`config.mk`:
```
export PLATFORM = sky130hd
export DESIGN_NAME = exec_core_flat
export DESIGN_NICKNAME = d
export VERILOG_FILES = /design/src/rtl/exec_core_if.sv /design/src/rtl/exec_core.sv /design/src/flat_wrapper.sv
export SDC_FILE = /design/constraint.sdc
export NUM_CORES = 1
export LEC_CHECK = 0
export CORE_MARGIN = 1.5
export CORE_UTILIZATION = 40
export DETAILED_ROUTE_END_ITERATION = 6
export PLACE_DENSITY_LB_ADDON = 0.3
export SLEW_MARGIN = 20
export SYNTH_ARGS = -nofsm -noshare
export SYNTH_HDL_FRONTEND = slang
export SYNTH_SLANG_ARGS = --single-unit
```
`constraint.sdc`:
```
create_clock -name CLK -period 3.8 [get_ports CLK]
set_input_delay 0.76 -clock CLK [delete_from_list [all_inputs] [get_ports CLK]]
set_output_delay 0.76 -clock CLK [all_outputs]
set_load 0.05 [all_outputs]
```
`src/rtl/exec_core_if.sv`:
```
// exec_core_if: instruction/observe bundle between the ROM side and exec_core.
//   INSTR     ROM word: opcode nibble on top, immediate in the low DATA_WIDTH bits
//   RST_CODE  combinational restart request to the program counter
//   ACC_OUT   accumulator register
//   R0_OUT    general register R0
//   ALU_OUT   combinational ALU result (observe only)
// master = ROM/sequencer side, slave = exec_core.
interface exec_core_if #(
  parameter int unsigned DATA_WIDTH = 4
);
  logic [DATA_WIDTH+3:0] INSTR;
  logic                  RST_CODE;
  logic [DATA_WIDTH-1:0] ACC_OUT;
  logic [DATA_WIDTH-1:0] R0_OUT;
  logic [DATA_WIDTH-1:0] ALU_OUT;

  modport master (
    output INSTR,
    input  RST_CODE,
    input  ACC_OUT,
    input  R0_OUT,
    input  ALU_OUT
  );

  modport slave (
    input  INSTR,
    output RST_CODE,
    output ACC_OUT,
    output R0_OUT,
    output ALU_OUT
  );
endinterface

```
`src/rtl/exec_core.sv`:
```
// exec_core: decode/execute slice of the 4-bit accumulator microprocessor.
// Decodes the opcode nibble of INSTR, selects ACC or the immediate as ALU
// operand 0 (operand 1 is always R0), and updates ACC / R0 once per cycle.
// Ports:
//   CLK  rising-edge clock
//   RST  synchronous active-high reset; clears ACC and R0, overrides enables
//   bus  exec_core_if.slave: INSTR in; RST_CODE, ACC_OUT, R0_OUT, ALU_OUT out
module exec_core #(
  parameter int unsigned DATA_WIDTH = 4,
  parameter int unsigned OP_WIDTH   = 2
) (
  input  logic         CLK,
  input  logic         RST,
  exec_core_if.slave   bus
);

  typedef enum logic [3:0] {
    OPC_NOP  = 4'h0,
    OPC_LDI  = 4'h1,
    OPC_MOV  = 4'h2,
    OPC_ADD  = 4'h3,
    OPC_SUB  = 4'h4,
    OPC_AND  = 4'h5,
    OPC_ADDI = 4'h6,
    OPC_SUBI = 4'h7,
    OPC_ANDI = 4'h8,
    OPC_RST  = 4'hF
  } opcode_e;

  typedef enum logic [OP_WIDTH-1:0] {
    ALU_PASS = 2'b00,
    ALU_ADD  = 2'b01,
    ALU_SUB  = 2'b10,
    ALU_AND  = 2'b11
  } alu_op_e;

  logic [3:0]            opcode;
  logic [DATA_WIDTH-1:0] imm;

  logic                  sel;
  logic                  ce_acc;
  logic                  ce_r0;
  logic                  rst_code;
  alu_op_e               alu_op;

  logic [DATA_WIDTH-1:0] mux_out;
  logic [DATA_WIDTH-1:0] alu_out;

  logic [DATA_WIDTH-1:0] acc_d, acc_q;
  logic [DATA_WIDTH-1:0] r0_d,  r0_q;

  assign opcode = bus.INSTR[DATA_WIDTH+3:DATA_WIDTH];
  assign imm    = bus.INSTR[DATA_WIDTH-1:0];

  // Instruction decoder; unlisted opcodes fall into the NOP defaults.
  always_comb begin
    sel      = 1'b0;
    ce_acc   = 1'b0;
    ce_r0    = 1'b0;
    rst_code = 1'b0;
    alu_op   = ALU_PASS;
    case (opcode)
      OPC_LDI:  begin sel = 1'b1; alu_op = ALU_PASS; ce_acc = 1'b1; end
      OPC_MOV:  begin ce_r0 = 1'b1; end
      OPC_ADD:  begin sel = 1'b0; alu_op = ALU_ADD;  ce_acc = 1'b1; end
      OPC_SUB:  begin sel = 1'b0; alu_op = ALU_SUB;  ce_acc = 1'b1; end
      OPC_AND:  begin sel = 1'b0; alu_op = ALU_AND;  ce_acc = 1'b1; end
      OPC_ADDI: begin sel = 1'b1; alu_op = ALU_ADD;  ce_acc = 1'b1; end
      OPC_SUBI: begin sel = 1'b1; alu_op = ALU_SUB;  ce_acc = 1'b1; end
      OPC_ANDI: begin sel = 1'b1; alu_op = ALU_AND;  ce_acc = 1'b1; end
      OPC_RST:  begin rst_code = 1'b1; end
      default:  ;
    endcase
  end

  assign mux_out = sel ? imm : acc_q;

  // ALU: operand 1 is always R0; results wrap modulo 2^DATA_WIDTH.
  always_comb begin
    alu_out = mux_out;
    case (alu_op)
      ALU_PASS: alu_out = mux_out;
      ALU_ADD:  alu_out = mux_out + r0_q;
      ALU_SUB:  alu_out = mux_out - r0_q;
      ALU_AND:  alu_out = mux_out & r0_q;
      default:  alu_out = mux_out;
    endcase
  end

  // MOV copies the current (pre-edge) ACC into R0.
  always_comb begin
    acc_d = acc_q;
    r0_d  = r0_q;
    if (ce_acc) acc_d = alu_out;
    if (ce_r0)  r0_d  = acc_q;
  end

  always_ff @(posedge CLK) begin
    if (RST) begin
      acc_q <= '0;
      r0_q  <= '0;
    end else begin
      acc_q <= acc_d;
      r0_q  <= r0_d;
    end
  end

  assign bus.RST_CODE = rst_code;
  assign bus.ACC_OUT  = acc_q;
  assign bus.R0_OUT   = r0_q;
  assign bus.ALU_OUT  = alu_out;

endmodule

```
`src/flat_wrapper.sv`:
```
// flat-port wrapper written by rule: the top's interface ports become plain ports
module exec_core_flat 
#(
  parameter int unsigned DATA_WIDTH = 4,
  parameter int unsigned OP_WIDTH   = 2
)
  (CLK, RST, bus_INSTR, bus_RST_CODE, bus_ACC_OUT, bus_R0_OUT, bus_ALU_OUT);
  exec_core_if #(.DATA_WIDTH(DATA_WIDTH)) bus_i ();
  input  logic CLK;
  input  logic RST;
  input wire logic [$bits(bus_i.INSTR)-1:0] bus_INSTR;
  output wire logic [$bits(bus_i.RST_CODE)-1:0] bus_RST_CODE;
  output wire logic [$bits(bus_i.ACC_OUT)-1:0] bus_ACC_OUT;
  output wire logic [$bits(bus_i.R0_OUT)-1:0] bus_R0_OUT;
  output wire logic [$bits(bus_i.ALU_OUT)-1:0] bus_ALU_OUT;
  assign bus_i.INSTR = bus_INSTR;
  assign bus_RST_CODE = bus_i.RST_CODE;
  assign bus_ACC_OUT = bus_i.ACC_OUT;
  assign bus_R0_OUT = bus_i.R0_OUT;
  assign bus_ALU_OUT = bus_i.ALU_OUT;
  exec_core #(.DATA_WIDTH(DATA_WIDTH), .OP_WIDTH(OP_WIDTH)) u_core (.CLK(CLK), .RST(RST), .bus(bus_i));
endmodule
```
==> run_results.csv <==
group,metric,value,unit
route,finalWirelength,3480,um
clocking,tritoncts,"built",
clocking,cts_buffer_depth,2,
setup_path,cp_top_family,"simple AND/OR/NAND/NOR gates",
timing,period_needed,4080,ps
clocking,cts_hold_buf,0,
timing,finalHoldViolCount,0,
die,dieHeight,53.7,um
cells_and_area,diodes,0,
logic_synthesis,synth_cells,125,
status,outcome,"finished, violations left",
global_route,grt_pass1_wl,5390,um
timing,slew_viol_final,0,
placement,place.gp.congestion,0.885,
route,vias_per_cell,5.65,
pwr,leakage,0.747,nW
route,drt_first_iter_violations,37,
run,timing.max_cap.violations,0,
placement,dpl_cell_area,1580,um^2
die,start_util,41.9,%
logic_synthesis,synthFlopType,"dfxtp_1",
min_path,hp-class,"reg -> reg",
pwr,seqPwrFrac,20.2,%
cells_and_area,stdcell_count,213,
timing,fmax,0.245,GHz
timing,maxSlewHeadroom,63.6,%
cells_and_area,regArea,160,um^2
logic_synthesis,syn_nets,144,
pwr,switchingPower,0.204,mW
cells_and_area,fin_area,1750,um^2
setup_path,worstSetupPathType,"in -> out",
logic_synthesis,synthArstFlopShare,0,%
setup_path,endpoint_kind,"output pin",
global_route,grt_max_degree,11,
clocking,clk_pin_slew,50,ps
route,wl_per_cell,16.3,um
cells_and_area,area_growth,70.2,%
logic_synthesis,yosys_warnings,0,
route,drtAntennaViolNets,0,
pwr,power,0.480,mW
logic_synthesis,synth_area_leaders,"dfxtp_1, ha_1, nor2_1, a21oi_1, inv_1",
route,route.vias.total,1203,
setup_path,worstPathCellList,"buf_2 -> buf_6 -> nor3b_4 -> nor2_1 -> nor2_1 -> a21o_1 -> ha_4 -> mux2_4 -> inv_4 -> ha_4 -> nand3b_1 -> and3b_1 -> mux2_4 -> mux2i_4 -> o22ai_4 -> buf_6",
global_route,grt_pass1_vias,1191,
pwr,switching_share,42.6,%
cells_and_area,layout-drive-gt1-share,44.8,%
timing,fin_tns_setup,-659,ps
timing,timing.final.crit_share,107,%
placement,dp_hpwl,2480,um
global_route,track_usage,25.9,%
logic_synthesis,synth.top_cell.area_share,15.6,%
cells_and_area,fill_cells,188,
global_route,grt_overflow,0,
clocking,clock_sinks,8,
setup_path,worstPathMaxFanout,6,
route,firstDrtPassIters,4,
setup_path,r2r_slack,1410,ps
logic_synthesis,seq_area_frac_synth,15.6,%
die,ios,23,
global_route,antenna_found_initial,0,
setup_path,crit_required,3040,ps
status,violations,"setup timing",
clocking,htree_levels,1,
timing,rsz0062_at_grt,"true",
timing,skew,3.15,ps
logic_synthesis,yosysTopAreaCell,"dfxtp_1",
placement,post-place-cells,204,
clocking,cts-root-buf,"clkbuf_4",
clocking,numCtsBuffers,3,
logic_synthesis,syn_area,1030,um^2
setup_path,path_buf_inv,4,
setup_path,worstPathArrival,3320,ps
die,rows,18,
clocking,clock_latency,270,ps
pwr,power.clock.fraction,14.5,%
pwr,pwr-share-comb,65.3,%
cells_and_area,nets,204,
timing,hold_ws,583,ps
placement,portBuffers,22,
die,core-area,2450,um^2
timing,tightest_slew,541,ps
timing,setup_ws,-282,ps
route,drc,0,
setup_path,critPathSlowestCell,"mux2_4",
logic_synthesis,synth_edf_count,0,
logic_synthesis,ys_types,49,
pwr,internal_power,0.275,mW
logic_synthesis,synth_area_per_cell,8.23,um^2
die,dieArea,2880,um^2
setup_path,startpoint_type,"input pin",
pwr,power_density,274,nW/um^2
pwr,vdd.ir_drop.worst,0.000268,V
setup_path,critPathMaxStageDelay,320,ps
cells_and_area,multi_input_area,937,um^2
logic_synthesis,synth-seq-cells,8,
timing,finalSetupViolations,3,
die,die_w,53.7,um
[cells in the mapped netlist, types with 3 or more instances]
| cell type | number |
|---|---|
| a22o_1 | 3 |
| mux2i_1 | 4 |
| a22oi_1 | 4 |
| ha_1 | 8 |
| nor2_1 | 16 |
| dfxtp_1 | 8 |
| nand2_1 | 4 |
| inv_1 | 12 |
| a21oi_1 | 10 |
| o21ai_0 | 3 |
| nand2b_1 | 3 |
[path summary, 6_finish.rpt]
path / start / end / cells after the start
min reg2reg: u_core.bus.R0_OUT[3] / u_core.bus.R0_OUT[3] / 2
min: u_core.bus.R0_OUT[3] / u_core.bus.R0_OUT[3] / 2
max: bus_INSTR[4] / bus_ALU_OUT[3] / 16
max reg2reg: u_core.bus.R0_OUT[1] / u_core.bus.ACC_OUT[2] / 10
[per-layer routing]
metal  up-vias  part of all wire [%]  global-route usage [%]
met5         -                     0                       0
met4         0                   2.4                    12.4
met3         9                   4.4                    5.00
met2        44                    53                    45.3
met1       572                    40                    30.0
li1        578                     -                       -
[final cells by class]
type | instances | share of cell area, %
Clock buffer | 3 | 1.29
Sequential cell | 8 | 9.15
Tap cell | 30 | 2.14
Inverter | 12 | 2.72
Multi-Input combinational cell | 98 | 53.5
Timing Repair Buffer | 62 | 31.2
[state kept, by name, indices dropped and copies added, names as in the netlist]
register and count:
u_core.bus.ACC_OUT 4, u_core.bus.R0_OUT 4
[per-stage QoR]
step | utilization [%] | setup WS (ps)
floorplan | - | -118
global placement | 64.2 | -605
detailed placement | 64.2 | -707
CTS | 69.6 | -172
global route | 71.3 | -348
finish | 71.3 | -282
[cells in the final DEF, fill, tap and decap left out, types with 2 or more instances in the layout]
cell type and count:
o21bai_1 2, o21ai_0 2, a221oi_2 2, a22o_1 3, or3b_1 2, dfxtp_1 8, buf_12 2, xnor2_2 2
nor3_1 2, clkdlybuf4s50_1 13, nor2_1 15, buf_6 4, a21oi_1 8, a22oi_1 4, o22ai_4 2, a21oi_2 2
buf_2 2, ha_1 5, nand2_1 4, inv_1 10, nand3b_1 2, mux2_4 3, o211ai_1 2, mux2i_1 3
buf_4 39, clkbuf_4 3, nand2b_1 3, ha_4 3
[cell families (layout without fill, tap and decap cells)]
kind of cell | after synthesis | in the layout | synth area share, %
AO/OA/AOI/OAI | 39 | 39 | 30.2
XOR/XNOR | 4 | 4 | 3.41
adder cells (fa/ha/maj) | 9 | 9 | 11.7
buffers and inverters | 19 | 77 | 9.00
flip-flops | 8 | 8 | 15.6
multiplexers | 7 | 7 | 7.54
AND/OR/NAND/NOR | 39 | 39 | 22.6
[power groups by stage]
stage          Clock [mW]  Sequential (mW)  Combinational [mW]
3_5_place_dp            0           0.0986               0.275
5_1_grt            0.0724           0.0978               0.330
2_1_floorplan           0            0.112               0.158
3_3_place_gp            0           0.0983               0.267
4_1_cts            0.0707           0.0969               0.300
6_report           0.0697           0.0969               0.313
[what timing repair did]
item                                    CTS  global route
endpoints found under the setup margin    4             4
pin swaps                                12            11
hold endpoints to repair                  0             0
buffers inserted                          4             2
gates resized for setup                  35             6
[tightest hold or removal path: cells and delay by family (launching register included)]
family / cells / cell delay, ps
flip-flops: 1 / 350
multiplexers: 1 / 140
AND/OR/NAND/NOR: 1 / 50
Power figures use the tool's default switching activity.
